[src/rtl/wd_job_arbiter_if.sv]
// Requester, WD core and response signals of the WD job arbiter.
// The slave modport is the arbiter; master is the surrounding host/core/consumer side.
interface wd_job_arbiter_if;
    logic [1:0]  req_valid;
    logic [1:0]  req_ready;
    logic [1:0]  req_last;
    logic [33:0] req_data;

    logic        core_in_valid;
    logic [4:0]  core_keyboard;
    logic [4:0]  core_answer;
    logic [3:0]  core_weight;
    logic [2:0]  core_match_target;
    logic        core_out_valid;
    logic [4:0]  core_result;
    logic [10:0] core_out_value;

    logic        rsp_valid;
    logic        rsp_ready;
    logic        rsp_id;
    logic        rsp_err;
    logic [4:0]  rsp_result;
    logic [10:0] rsp_value;

    modport master (
        output req_valid, req_last, req_data, core_out_valid, core_result, core_out_value,
               rsp_ready,
        input  req_ready, core_in_valid, core_keyboard, core_answer, core_weight,
               core_match_target, rsp_valid, rsp_id, rsp_err, rsp_result, rsp_value
    );

    modport slave (
        input  req_valid, req_last, req_data, core_out_valid, core_result, core_out_value,
               rsp_ready,
        output req_ready, core_in_valid, core_keyboard, core_answer, core_weight,
               core_match_target, rsp_valid, rsp_id, rsp_err, rsp_result, rsp_value
    );
endinterface

[src/rtl/wd_job_arbiter.sv]
// Round-robin sharing of one WD core between two framed requesters: buffer a frame, replay it
// as one contiguous burst, then return the core result (or a timeout error) to the owner.
module wd_job_arbiter #(
    parameter int unsigned FRAME_LEN = 8,
    parameter int unsigned TIMEOUT   = 1023,
    parameter int unsigned CW        = 10
) (
    input  logic            clk,
    input  logic            rst,
    wd_job_arbiter_if.slave bus,
    output logic            busy
);
    localparam int unsigned IW = (FRAME_LEN > 1) ? $clog2(FRAME_LEN) : 1;
    localparam int unsigned LW = $clog2(FRAME_LEN + 1);
    localparam logic [IW-1:0] LastIdx    = IW'(FRAME_LEN - 1);
    localparam logic [CW-1:0] TimeoutVal = CW'(TIMEOUT);

    typedef enum logic [2:0] {StIdle, StCollect, StIssue, StWait, StResp} state_e;

    state_e        state_q, state_d;
    logic          grant_q, grant_d;
    logic          last_grant_q, last_grant_d;
    logic [IW-1:0] cnt_q, cnt_d;
    logic [LW-1:0] len_q, len_d;
    logic [CW-1:0] timer_q, timer_d;
    logic          core_in_valid_q, core_in_valid_d;
    logic [16:0]   core_beat_q, core_beat_d;
    logic          rsp_valid_q, rsp_valid_d;
    logic          rsp_id_q, rsp_id_d;
    logic          rsp_err_q, rsp_err_d;
    logic [4:0]    rsp_result_q, rsp_result_d;
    logic [10:0]   rsp_value_q, rsp_value_d;
    logic [16:0]   frame_q [FRAME_LEN];
    logic          frame_we;
    logic [16:0]   beat_in;

    assign beat_in = grant_q ? bus.req_data[33:17] : bus.req_data[16:0];

    always_comb begin
        state_d         = state_q;
        grant_d         = grant_q;
        last_grant_d    = last_grant_q;
        cnt_d           = cnt_q;
        len_d           = len_q;
        timer_d         = timer_q;
        core_in_valid_d = 1'b0;
        core_beat_d     = '0;
        rsp_valid_d     = rsp_valid_q;
        rsp_id_d        = rsp_id_q;
        rsp_err_d       = rsp_err_q;
        rsp_result_d    = rsp_result_q;
        rsp_value_d     = rsp_value_q;
        frame_we        = 1'b0;
        bus.req_ready   = 2'b00;
        case (state_q)
            StIdle: begin
                cnt_d = '0;
                if (|bus.req_valid) begin
                    // Under contention the requester not served last wins.
                    grant_d = (bus.req_valid == 2'b11) ? ~last_grant_q : bus.req_valid[1];
                    state_d = StCollect;
                end
            end
            StCollect: begin
                bus.req_ready = grant_q ? 2'b10 : 2'b01;
                if (bus.req_valid[grant_q]) begin
                    frame_we = 1'b1;
                    if (bus.req_last[grant_q] || cnt_q == LastIdx) begin
                        len_d   = LW'(cnt_q) + LW'(1);
                        cnt_d   = '0;
                        state_d = StIssue;
                    end else begin
                        cnt_d = cnt_q + IW'(1);
                    end
                end
            end
            StIssue: begin
                core_in_valid_d = 1'b1;
                core_beat_d     = frame_q[cnt_q];
                if (LW'(cnt_q) + LW'(1) == len_q) begin
                    cnt_d   = '0;
                    timer_d = '0;
                    state_d = StWait;
                end else begin
                    cnt_d = cnt_q + IW'(1);
                end
            end
            StWait: begin
                // Core data beats the timeout when both land in the same cycle.
                if (bus.core_out_valid) begin
                    rsp_valid_d  = 1'b1;
                    rsp_id_d     = grant_q;
                    rsp_err_d    = 1'b0;
                    rsp_result_d = bus.core_result;
                    rsp_value_d  = bus.core_out_value;
                    state_d      = StResp;
                end else if (timer_q == TimeoutVal) begin
                    rsp_valid_d  = 1'b1;
                    rsp_id_d     = grant_q;
                    rsp_err_d    = 1'b1;
                    rsp_result_d = '0;
                    rsp_value_d  = '0;
                    state_d      = StResp;
                end else begin
                    timer_d = timer_q + CW'(1);
                end
            end
            StResp: begin
                if (bus.rsp_ready) begin
                    rsp_valid_d  = 1'b0;
                    rsp_id_d     = 1'b0;
                    rsp_err_d    = 1'b0;
                    rsp_result_d = '0;
                    rsp_value_d  = '0;
                    last_grant_d = grant_q;
                    state_d      = StIdle;
                end
            end
            default: state_d = StIdle;
        endcase
    end

    always_ff @(posedge clk) begin
        if (rst) begin
            state_q         <= StIdle;
            grant_q         <= 1'b0;
            last_grant_q    <= 1'b1;
            cnt_q           <= '0;
            len_q           <= '0;
            timer_q         <= '0;
            core_in_valid_q <= 1'b0;
            core_beat_q     <= '0;
            rsp_valid_q     <= 1'b0;
            rsp_id_q        <= 1'b0;
            rsp_err_q       <= 1'b0;
            rsp_result_q    <= '0;
            rsp_value_q     <= '0;
        end else begin
            state_q         <= state_d;
            grant_q         <= grant_d;
            last_grant_q    <= last_grant_d;
            cnt_q           <= cnt_d;
            len_q           <= len_d;
            timer_q         <= timer_d;
            core_in_valid_q <= core_in_valid_d;
            core_beat_q     <= core_beat_d;
            rsp_valid_q     <= rsp_valid_d;
            rsp_id_q        <= rsp_id_d;
            rsp_err_q       <= rsp_err_d;
            rsp_result_q    <= rsp_result_d;
            rsp_value_q     <= rsp_value_d;
        end
    end

    always_ff @(posedge clk) begin
        if (frame_we) begin
            frame_q[cnt_q] <= beat_in;
        end
    end

    assign bus.core_in_valid = core_in_valid_q;
    assign {bus.core_keyboard, bus.core_answer, bus.core_weight, bus.core_match_target} =
        core_beat_q;
    assign bus.rsp_valid  = rsp_valid_q;
    assign bus.rsp_id     = rsp_id_q;
    assign bus.rsp_err    = rsp_err_q;
    assign bus.rsp_result = rsp_result_q;
    assign bus.rsp_value  = rsp_value_q;
    assign busy           = (state_q != StIdle);
endmodule

[src/flat_wrapper.sv]
// flat-port wrapper written by rule: the top's interface ports become plain ports
module wd_job_arbiter_flat 
#(
    parameter int unsigned FRAME_LEN = 8,
    parameter int unsigned TIMEOUT   = 1023,
    parameter int unsigned CW        = 10
)
  (clk, rst, busy, bus_req_valid, bus_req_last, bus_req_data, bus_core_out_valid, bus_core_result, bus_core_out_value, bus_rsp_ready, bus_req_ready, bus_core_in_valid, bus_core_keyboard, bus_core_answer, bus_core_weight, bus_core_match_target, bus_rsp_valid, bus_rsp_id, bus_rsp_err, bus_rsp_result, bus_rsp_value);
  wd_job_arbiter_if bus_i ();
  input  logic clk;
  input  logic rst;
  output logic busy;
  input wire logic [$bits(bus_i.req_valid)-1:0] bus_req_valid;
  input wire logic [$bits(bus_i.req_last)-1:0] bus_req_last;
  input wire logic [$bits(bus_i.req_data)-1:0] bus_req_data;
  input wire logic [$bits(bus_i.core_out_valid)-1:0] bus_core_out_valid;
  input wire logic [$bits(bus_i.core_result)-1:0] bus_core_result;
  input wire logic [$bits(bus_i.core_out_value)-1:0] bus_core_out_value;
  input wire logic [$bits(bus_i.rsp_ready)-1:0] bus_rsp_ready;
  output wire logic [$bits(bus_i.req_ready)-1:0] bus_req_ready;
  output wire logic [$bits(bus_i.core_in_valid)-1:0] bus_core_in_valid;
  output wire logic [$bits(bus_i.core_keyboard)-1:0] bus_core_keyboard;
  output wire logic [$bits(bus_i.core_answer)-1:0] bus_core_answer;
  output wire logic [$bits(bus_i.core_weight)-1:0] bus_core_weight;
  output wire logic [$bits(bus_i.core_match_target)-1:0] bus_core_match_target;
  output wire logic [$bits(bus_i.rsp_valid)-1:0] bus_rsp_valid;
  output wire logic [$bits(bus_i.rsp_id)-1:0] bus_rsp_id;
  output wire logic [$bits(bus_i.rsp_err)-1:0] bus_rsp_err;
  output wire logic [$bits(bus_i.rsp_result)-1:0] bus_rsp_result;
  output wire logic [$bits(bus_i.rsp_value)-1:0] bus_rsp_value;
  assign bus_i.req_valid = bus_req_valid;
  assign bus_i.req_last = bus_req_last;
  assign bus_i.req_data = bus_req_data;
  assign bus_i.core_out_valid = bus_core_out_valid;
  assign bus_i.core_result = bus_core_result;
  assign bus_i.core_out_value = bus_core_out_value;
  assign bus_i.rsp_ready = bus_rsp_ready;
  assign bus_req_ready = bus_i.req_ready;
  assign bus_core_in_valid = bus_i.core_in_valid;
  assign bus_core_keyboard = bus_i.core_keyboard;
  assign bus_core_answer = bus_i.core_answer;
  assign bus_core_weight = bus_i.core_weight;
  assign bus_core_match_target = bus_i.core_match_target;
  assign bus_rsp_valid = bus_i.rsp_valid;
  assign bus_rsp_id = bus_i.rsp_id;
  assign bus_rsp_err = bus_i.rsp_err;
  assign bus_rsp_result = bus_i.rsp_result;
  assign bus_rsp_value = bus_i.rsp_value;
  wd_job_arbiter #(.FRAME_LEN(FRAME_LEN), .TIMEOUT(TIMEOUT), .CW(CW)) u_core (.clk(clk), .rst(rst), .bus(bus_i), .busy(busy));
endmodule
[config.mk]
export PLATFORM = sky130hd
export DESIGN_NAME = wd_job_arbiter_flat
export DESIGN_NICKNAME = d
export VERILOG_FILES = /design/src/rtl/wd_job_arbiter_if.sv /design/src/rtl/wd_job_arbiter.sv /design/src/flat_wrapper.sv
export SDC_FILE = /design/constraint.sdc
export NUM_CORES = 1
export LEC_CHECK = 0
export BUFFER_PORTS_ARGS = -buffer_cell sky130_fd_sc_hd__buf_2
export CORE_MARGIN = 2
export CORE_UTILIZATION = 40
export CTS_BUF_LIST = sky130_fd_sc_hd__clkbuf_16
export DETAILED_ROUTE_END_ITERATION = 16
export GPL_ROUTABILITY_DRIVEN = 0
export SLEW_MARGIN = 20
export SYNTH_ARGS = -nofsm -noshare
export SYNTH_HDL_FRONTEND = slang
export SYNTH_SLANG_ARGS = --single-unit
[constraint.sdc]
create_clock -name clk -period 7 [get_ports clk]
set_input_delay 0.35 -clock clk [delete_from_list [all_inputs] [get_ports clk]]
set_output_delay 0.35 -clock clk [all_outputs]
set_load 0.05 [all_outputs]
==> impl_metrics.ini, run 1 <==
[sta]
slew_headroom = 0.261
hold_violations = 0
drv_slew = 0
setup_tns_ps = 0
worst_slack_ps = 4200
min_period_ps = 2800
min_period_over_period = 0.400
setup_violations = 0
worst_slew_pin_slew_ps = 1110
skew_ps = 12.4
max_freq_mhz = 357
rsz0062_at_grt = false

[drt]
ant_nets = 0
wire_per_inst_um = 18.2
wl_mm = 15.2
dr_total_vias = 4260
dr.pass1.iters = 4
viasPerCell = 5.11
dr.first_iter.drc_count = 289
route.detailed.drc = 0

[floorplan]
die_w_um = 143
rows = 50
die_area_um2 = 20400
pin_count = 98
core_area_um2 = 18800
die_h_um = 143
start_util = 0.410

[setup_path]
worstPathCellList = or3b_2 -> a21oi_4 -> nand2_1 -> nor2_2
max_stage_delay_ps = 910
worstPathArrival_ps = 2850
worst-setup-path-type = reg2reg
cp.required_ps = 7050
crit_family = simple AND/OR/NAND/NOR gates
end_kind = flip-flop
critPathMaxFanout = 17
crit_path_top_delay_cell = nor2_2
startpoint_type = flip-flop
cp_num_buf_inv = 0

[final_layout]
layout_common_cells = edfxtp_1, buf_2, dfxtp_1
layout.cells.most_common = edfxtp_1
antennaDiodeCount = 0
drive_above_1_share = 0.366
syn_to_final_growth_pct = 17.0
fin_nets = 622

[global_route]
grt_max_degree = 43
grt_pass1_wl_mm = 23.8
grt_pass1_vias = 4390
grt_usage = 0.157
overflow = 0
antenna_found_initial = 0

[clocking]
clock_latency_ps = 430
cts_setup_buffers = 0
cts-htree-levels = 4
cts_tree = done
path_clk_slew_ps = 70
holdBufCountCts = 0
cts_root_buf = clkbuf_16
ctsResizeCount = 0
cts_buffers = 17
cts_max_path_buffers = 2
cts_num_sinks = 195

[flow_run]
maxCapViolations = 0

[synth]
synthAdderAreaFrac = 0.00487
netlist_area_um2 = 7710
avgSynthCellArea_um2 = 16.4
yosys.area_share.simple = 0.0662
async_reset_ff_frac = 0
synth_edf_count = 136
synth.area.top_cells = edfxtp_1, dfxtp_1, mux4_2
synthCells = 469
ys_ff_latch = 195
synth.area.mux_share = 0.155
synth_largest_area_cell = edfxtp_1
synth_flop_cell = edfxtp_1
ys_seq_area_frac = 0.683
synth_fp_nets = 530
synth_compound_area_frac = 0.0633
synth_top_area_share = 0.530
synthXorXnorAreaFrac = 0.00454
ys_warn_count = 0
synth.distinct_cells = 56
synth_top_family_by_area = multiplexers

[placed_design]
io_buffers = 97
dpl.hpwl_mm = 9.71
dp_slack_ps = 4160

[pwr]
ir_drop_mv = 0.294
leakage_uw = 0.00315
power_density_nw_per_um2 = 265

[status]
status = finished clean

[min_path]
holdCritPathClass = in2reg
[layer usage]
layer / share of wire / GRT usage / vias up / wire length [um]
met2: 0.47 / 0.251 / 132 / 7110
met1: 0.47 / 0.213 / 2115 / 7200
met3: 0.050 / 0.0345 / 13 / 760
met5: 0 / 0 / - / 0
met4: 0.0095 / 0.0516 / 0 / 145
li1: - / - / 2000 / -
[path summary, 6_finish.rpt]
check	cells past startpoint	slack, ps	endpoint	from
max	4	4200	u_core.frame_q[5][15]	u_core.state_q[0]
min	2	130	u_core.bus.rsp_result[3]	bus_core_result[3]
max reg2reg	4	4200	u_core.frame_q[5][15]	u_core.state_q[0]
min reg2reg	1	480	u_core.bus.rsp_result[0]	u_core.bus.rsp_result[0]
[Yosys cell counts (2+ instances only)]
library cell,instances
mux4_2,34
mux2_2,19
a22o_1,18
buf_4,3
a21oi_1,13
nor2b_1,2
a41oi_1,3
o21ai_0,8
clkbuf_1,13
a211o_1,2
a31oi_1,5
dfxtp_1,59
buf_2,6
xnor2_1,3
o211ai_1,3
nand2_1,12
nand3_1,7
nor3_1,9
ha_1,3
nor2_1,45
nor3b_1,3
nand2b_1,3
inv_1,7
buf_1,2
edfxtp_1,136
buf_6,2
mux2i_1,20
[report_power, final]
group          internal, uW  total, uW  switching, uW
combinational          71.6        180            109
clock                   501        943            442
sequential             1260       1270           10.1
total                  1830       2390            561
[cell families after synthesis]
| kind of cell | count (synthesis) |
|---|---|
| fa+ha+maj | 3 |
| simple gates | 95 |
| flops | 195 |
| compound gates | 62 |
| mux | 74 |
| xor+xnor | 4 |
| buf+inv | 36 |
[cell type report]
class | count | area, um2
fillers | 1621 | 9810
well taps | 260 | 325
inverters | 8 | 30.0
clock buffers | 17 | 425
flip-flops and latches | 195 | 5270
clock inverters | 15 | 160
multi-input cells | 238 | 2300
repair buffers | 101 | 515
[flip-flops by register name, summed over array words and instances (netlist names), 3 cells and up]
| name | count |
|---|---|
| u_core.cnt_q | 3 |
| u_core.bus.rsp_value | 11 |
| u_core.state_q | 3 |
| u_core.len_q | 4 |
| u_core.bus.rsp_result | 5 |
| u_core.timer_q | 10 |
| u_core.frame_q | 136 |
| u_core.core_beat_q | 17 |
[per-stage QoR]
step	power, uW	utilization	instances	instance area [um2]	hold WS [ps]
after floorplan	1420	-	469	7710	435
after global placement	1470	0.448	802	8430	448
after detailed placement	1480	0.448	802	8440	457
after CTS	2420	0.479	834	9020	111
after global routing	2480	0.479	834	9020	122
final	2390	0.479	834	9020	135
(Power assumes the default switching activity.)
==> inputs of run 2 (changes only) <==
- clock period: 7 -> 2.6 ns (I/O delays scaled with it)
==> run 2 against run 1 <==
Compared with the run above:
- fmax increased by 24%
- core utilization increased by 1.4 points
- setup slack got worse by 3900 ps
- first-iteration DRC count decreased by 2.4%
- clock-buffer cell count unchanged
- sequential cell count unchanged
- combinational power increased to 2.9 times the previous value
- sequential share of layout area decreased by 1.7 points
- via count increased by 2.8%
- hold slack got worse by 88 ps
- final area increased by 3.0%
- critical path type unchanged
- total power increased to 2.7 times the previous value
==> impl_metrics.ini, run 2 (same netlist as run 1, synthesis figures left out) <==
[global_route]
grt_pass1_vias = 4388
grt_max_degree = 40
antenna_found_initial = 0
grt_usage = 0.158
overflow = 0
grt_pass1_wl_mm = 23.9

[final_layout]
largest_reg_flops = 136
regMostFlops = u_core.frame_q
fin_nets = 654
drive_above_1_share = 0.376
layout.cells.most_common = edfxtp_1
multi_input_area_um2 = 2290
layout_common_cells = edfxtp_1, buf_2, dfxtp_1
stdcell_count = 866
design_area_um2 = 9290
syn_to_final_growth_pct = 20.5
nFillCells = 1582
ff_latch_area_um2 = 5270
antennaDiodeCount = 0

[drt]
routed.top_layer = met4
wl_met1_mm = 7.27
dr_total_vias = 4380
dr.first_iter.drc_count = 282
dr.pass1.iters = 4
wl_met2_mm = 7.32
route.detailed.drc = 0
wire_per_inst_um = 18.1
wl_met3_um = 986
viasPerCell = 5.06
wl_mm = 15.6
ant_nets = 0

[pwr]
swShare = 0.240
comb_power_share = 0.082
power_density_nw_per_um2 = 691
leakage_uw = 0.00331
p_sw_uw = 1540
sequentialPowerShare = 0.531
internal_power_uw = 4880
ir_drop_mv = 0.397
clock_power_share = 0.387

[setup_path]
startpoint_type = flip-flop
critPathMaxFanout = 17
worstPathCellList = or3b_2 -> a21oi_4 -> nand2_1 -> nor3_2 -> buf_4
cp-endpoint = u_core.frame_q[1][4]
rrSetupSlack_ps = 350
r2r-start = u_core.state_q[0]
crit_family = simple AND/OR/NAND/NOR gates
cp.required_ps = 2710
worst_r2r_endpoint = u_core.frame_q[1][4]
crit_cells = 5
r2r_cells = 5
end_kind = flip-flop
cp_num_buf_inv = 1
crit_path_top_delay_cell = or3b_2
worst-setup-path-type = reg2reg
worstSetupStartpoint = u_core.state_q[0]
max_stage_delay_ps = 550
worstPathArrival_ps = 2360

[placed_design]
dp.cells = 818
dpl.hpwl_mm = 10.3
io_buffers = 97
place_area_um2 = 8560

[clocking]
cts_num_sinks = 195
cts_root_buf = clkbuf_16
cts_tree = done
cts_buffers = 17
cts_max_path_buffers = 2
cts-htree-levels = 4
path_clk_slew_ps = 70
ctsResizeCount = 0
clock_latency_ps = 430

[sta]
setup_violations = 0
worst_slew_pin_slew_ps = 664
max_freq_mhz = 445
min_period_ps = 2250
setup_tns_ps = 0
rsz0062_at_grt = false
slew_headroom = 0.557
skew_ps = 14.4
drv_slew = 0
hold_violations = 0
min_period_over_period = 0.865

[floorplan]
core_area_um2 = 18800
die_h_um = 143
die_w_um = 143
pin_count = 98
rows = 50
die_area_um2 = 20400
start_util = 0.410

[min_path]
holdCritPathClass = in2reg

[flow_run]
maxCapViolations = 0

[status]
status = finished clean
==> run 2: changes by cell type in the layout (fill, tap and decap cells not counted), sizes merged <==
cell and change:
bufinv -1, clkinvlp -1, dlygate4sd3 +16, buf +16, clkinv -3, inv +5
==> run 2: repair_timing <==
item                                    in CTS  in global routing
endpoints found under the setup margin       0                  0
hold endpoints to repair                    16                  0
setup buffers                                0                  0
hold buffers                                16                  0
==> run 2: tightest hold or removal path, stage by stage <==
cell and delay (ps):
buf_2 120, a32oi_1 90, nor2_1 80
==> run 2: how the worst min path moves through the flow <==
stage	startpoint	depth (start not counted)	endpoint	slack [ps]
after global placement	bus_core_out_value[10]	2	u_core.bus.rsp_value[10]	350
after detailed placement	bus_core_out_value[2]	2	u_core.bus.rsp_value[2]	350
after floorplan	bus_core_out_value[0]	1	u_core.bus.rsp_value[0]	260
after global routing	bus_req_valid[1]	3	u_core.grant_q	40
final	bus_req_valid[1]	3	u_core.grant_q	50
after CTS	bus_req_valid[1]	3	u_core.grant_q	30
==> run 2: cell type report <==
class / count / area share
Sequential cell: 195 / 0.567
Inverter: 8 / 0.00323
Timing Repair Buffer: 133 / 0.0870
Clock inverter: 15 / 0.0156
Tap cell: 260 / 0.0350
Clock buffer: 17 / 0.0458
Multi-Input combinational cell: 238 / 0.247
==> run 2: layer usage <==
layer	vias to the layer above	global-route usage
met4	0	0.0375
met1	2153	0.218
met2	142	0.256
met3	7	0.0379
li1	2078	-
met5	-	0
==> run 2: power by group through the flow <==
stage	Sequential, uW	Combinational, uW	Clock, uW
4_1_cts	3410	533	2560
3_5_place_dp	3480	511	0
3_3_place_gp	3480	501	0
5_1_grt	3420	570	2680
6_report	3410	524	2490
2_1_floorplan	3490	335	0
==> run 2: stage by stage <==
| step | util | power [uW] | hold WS [ps] | worst slack (ps) |
|---|---|---|---|---|
| 4_1_cts | 0.493 | 6500 | 25.7 | 328 |
| 6_report | 0.493 | 6420 | 46.9 | 350 |
| 3_5_place_dp | 0.455 | 3990 | 349 | 340 |
| 3_3_place_gp | 0.455 | 3980 | 346 | 387 |
| 5_1_grt | 0.493 | 6670 | 39.8 | 185 |
| 2_1_floorplan | - | 3830 | 255 | 162 |
==> inputs of run 3 (changes only) <==
- CORE_UTILIZATION: 40 -> 55
- PLACE_DENSITY: default -> 0.76
==> run 3 against run 2 <==
Compared with the run above:
- critical path depth unchanged
- fmax increased by 0.49%
- clock-buffer cell count unchanged
- sequential power about the same
- hold slack got worse by 9.2 ps
==> impl_metrics.ini, run 3 (same netlist as run 1, synthesis figures left out) <==
[status]
status = finished clean

[clocking]
cts-htree-levels = 4
cts_tree = done
clock_latency_ps = 430
path_clk_slew_ps = 60
cts_setup_buffers = 0
holdBufCountCts = 16
cts_root_buf = clkbuf_16
ctsResizeCount = 0
cts_max_path_buffers = 2
cts_num_sinks = 195
cts_buffers = 17

[drt]
viasPerCell = 5.76
dr_total_vias = 4545
wl_met1_mm = 6.66
wire_per_inst_um = 19.5
ant_nets = 0
wl_mm = 15.4
routed.top_layer = met4
wl_met3_um = 789
wl_met2_mm = 7.76
route.detailed.drc = 0
dr.first_iter.drc_count = 406
dr.pass1.iters = 4

[setup_path]
worstPathArrival_ps = 2360
startpoint_type = flip-flop
critPathMaxFanout = 11
worstPathCellList = or3b_2 -> a21oi_4 -> nand2_1 -> nor2_2 -> buf_4
cp_num_buf_inv = 1
end_kind = flip-flop
worstSetupStartpoint = u_core.state_q[0]
crit_family = simple AND/OR/NAND/NOR gates
worst-setup-path-type = reg2reg
max_stage_delay_ps = 550
r2r-start = u_core.state_q[0]
crit_path_top_delay_cell = or3b_2
cp.required_ps = 2730

[final_layout]
antennaDiodeCount = 0
layout.cells.most_common = edfxtp_1
layout_common_cells = edfxtp_1, buf_2, dfxtp_1
regMostFlops = u_core.frame_q
syn_to_final_growth_pct = 19.9
largest_reg_flops = 136
nFillCells = 948
drive_above_1_share = 0.374
fin_nets = 657

[floorplan]
core_area_um2 = 13800
die_w_um = 122
start_util = 0.560
die_area_um2 = 15000
rows = 43
pin_count = 98
die_h_um = 122

[placed_design]
dp_slack_ps = 376
dpl.hpwl_mm = 9.57
io_buffers = 97

[pwr]
power_density_nw_per_um2 = 715
leakage_uw = 0.00335
total_power_uw = 6610
ir_drop_mv = 0.519

[sta]
drv_slew = 0
worst_slack_ps = 361
min_period_over_period = 0.861
max_freq_mhz = 447
min_period_ps = 2240
slew_headroom = 0.352
hold_violations = 0
worst_slew_pin_slew_ps = 967
setup_violations = 0
skew_ps = 8.21
setup_tns_ps = 0
rsz0062_at_grt = false

[global_route]
grt_max_degree = 41
grt_usage = 0.214
grt_pass1_vias = 4525
grt_pass1_wl_mm = 23.5
antenna_found_initial = 0
overflow = 0

[flow_run]
maxCapViolations = 0

[min_path]
min_from = bus_req_valid[1]
holdCritPathClass = in2reg
[run 3: where the power goes]
| group | switching (uW) | total, uW | internal [uW] |
|---|---|---|---|
| registers | 22.9 | 3410 | 3390 |
| logic | 297 | 513 | 216 |
| clock network | 1080 | 2680 | 1600 |
| total | 1400 | 6610 | 5210 |
[run 3: final timing paths]
kind / endpoint / slack (ps) / cells after the start
worst max-delay path: u_core.frame_q[5][9] / 360 / 5
worst min-delay path: u_core.grant_q / 40 / 3
worst max register to register: u_core.frame_q[5][9] / 360 / 5
worst min register to register: u_core.last_grant_q / 470 / 1
[run 3: worst register-to-register path, stage by stage (launching register included)]
cell and delay (ps):
dfxtp_1 520, or3b_2 550, a21oi_4 220, nand2_1 200, nor2_2 220, buf_4 240
[run 3: stage by stage]
stage,cell area [um2],instances,hold WS (ps),utilization
2_1_floorplan,7720,469,255,-
3_3_place_gp,8470,741,346,0.615
3_5_place_dp,8470,741,350,0.615
4_1_cts,9250,789,21.0,0.671
5_1_grt,9250,789,68.4,0.671
6_report,9250,789,37.6,0.671
[run 3: per-layer routing]
layer / vias to the layer above / global-route usage
met1: 2300 / 0.279
li1: 2068 / -
met5: - / 0
met2: 159 / 0.353
met3: 18 / 0.0497
met4: 0 / 0.0790
[run 3: cell type report]
cell class	count	area [um2]	share of cell area
flip-flops and latches	195	5270	0.570
multi-input cells	238	2290	0.248
repair buffers	136	818	0.0885
clock buffers	17	425	0.0460
well taps	180	225	0.0244
clock inverters	15	188	0.0203
inverters	8	30.0	0.00325
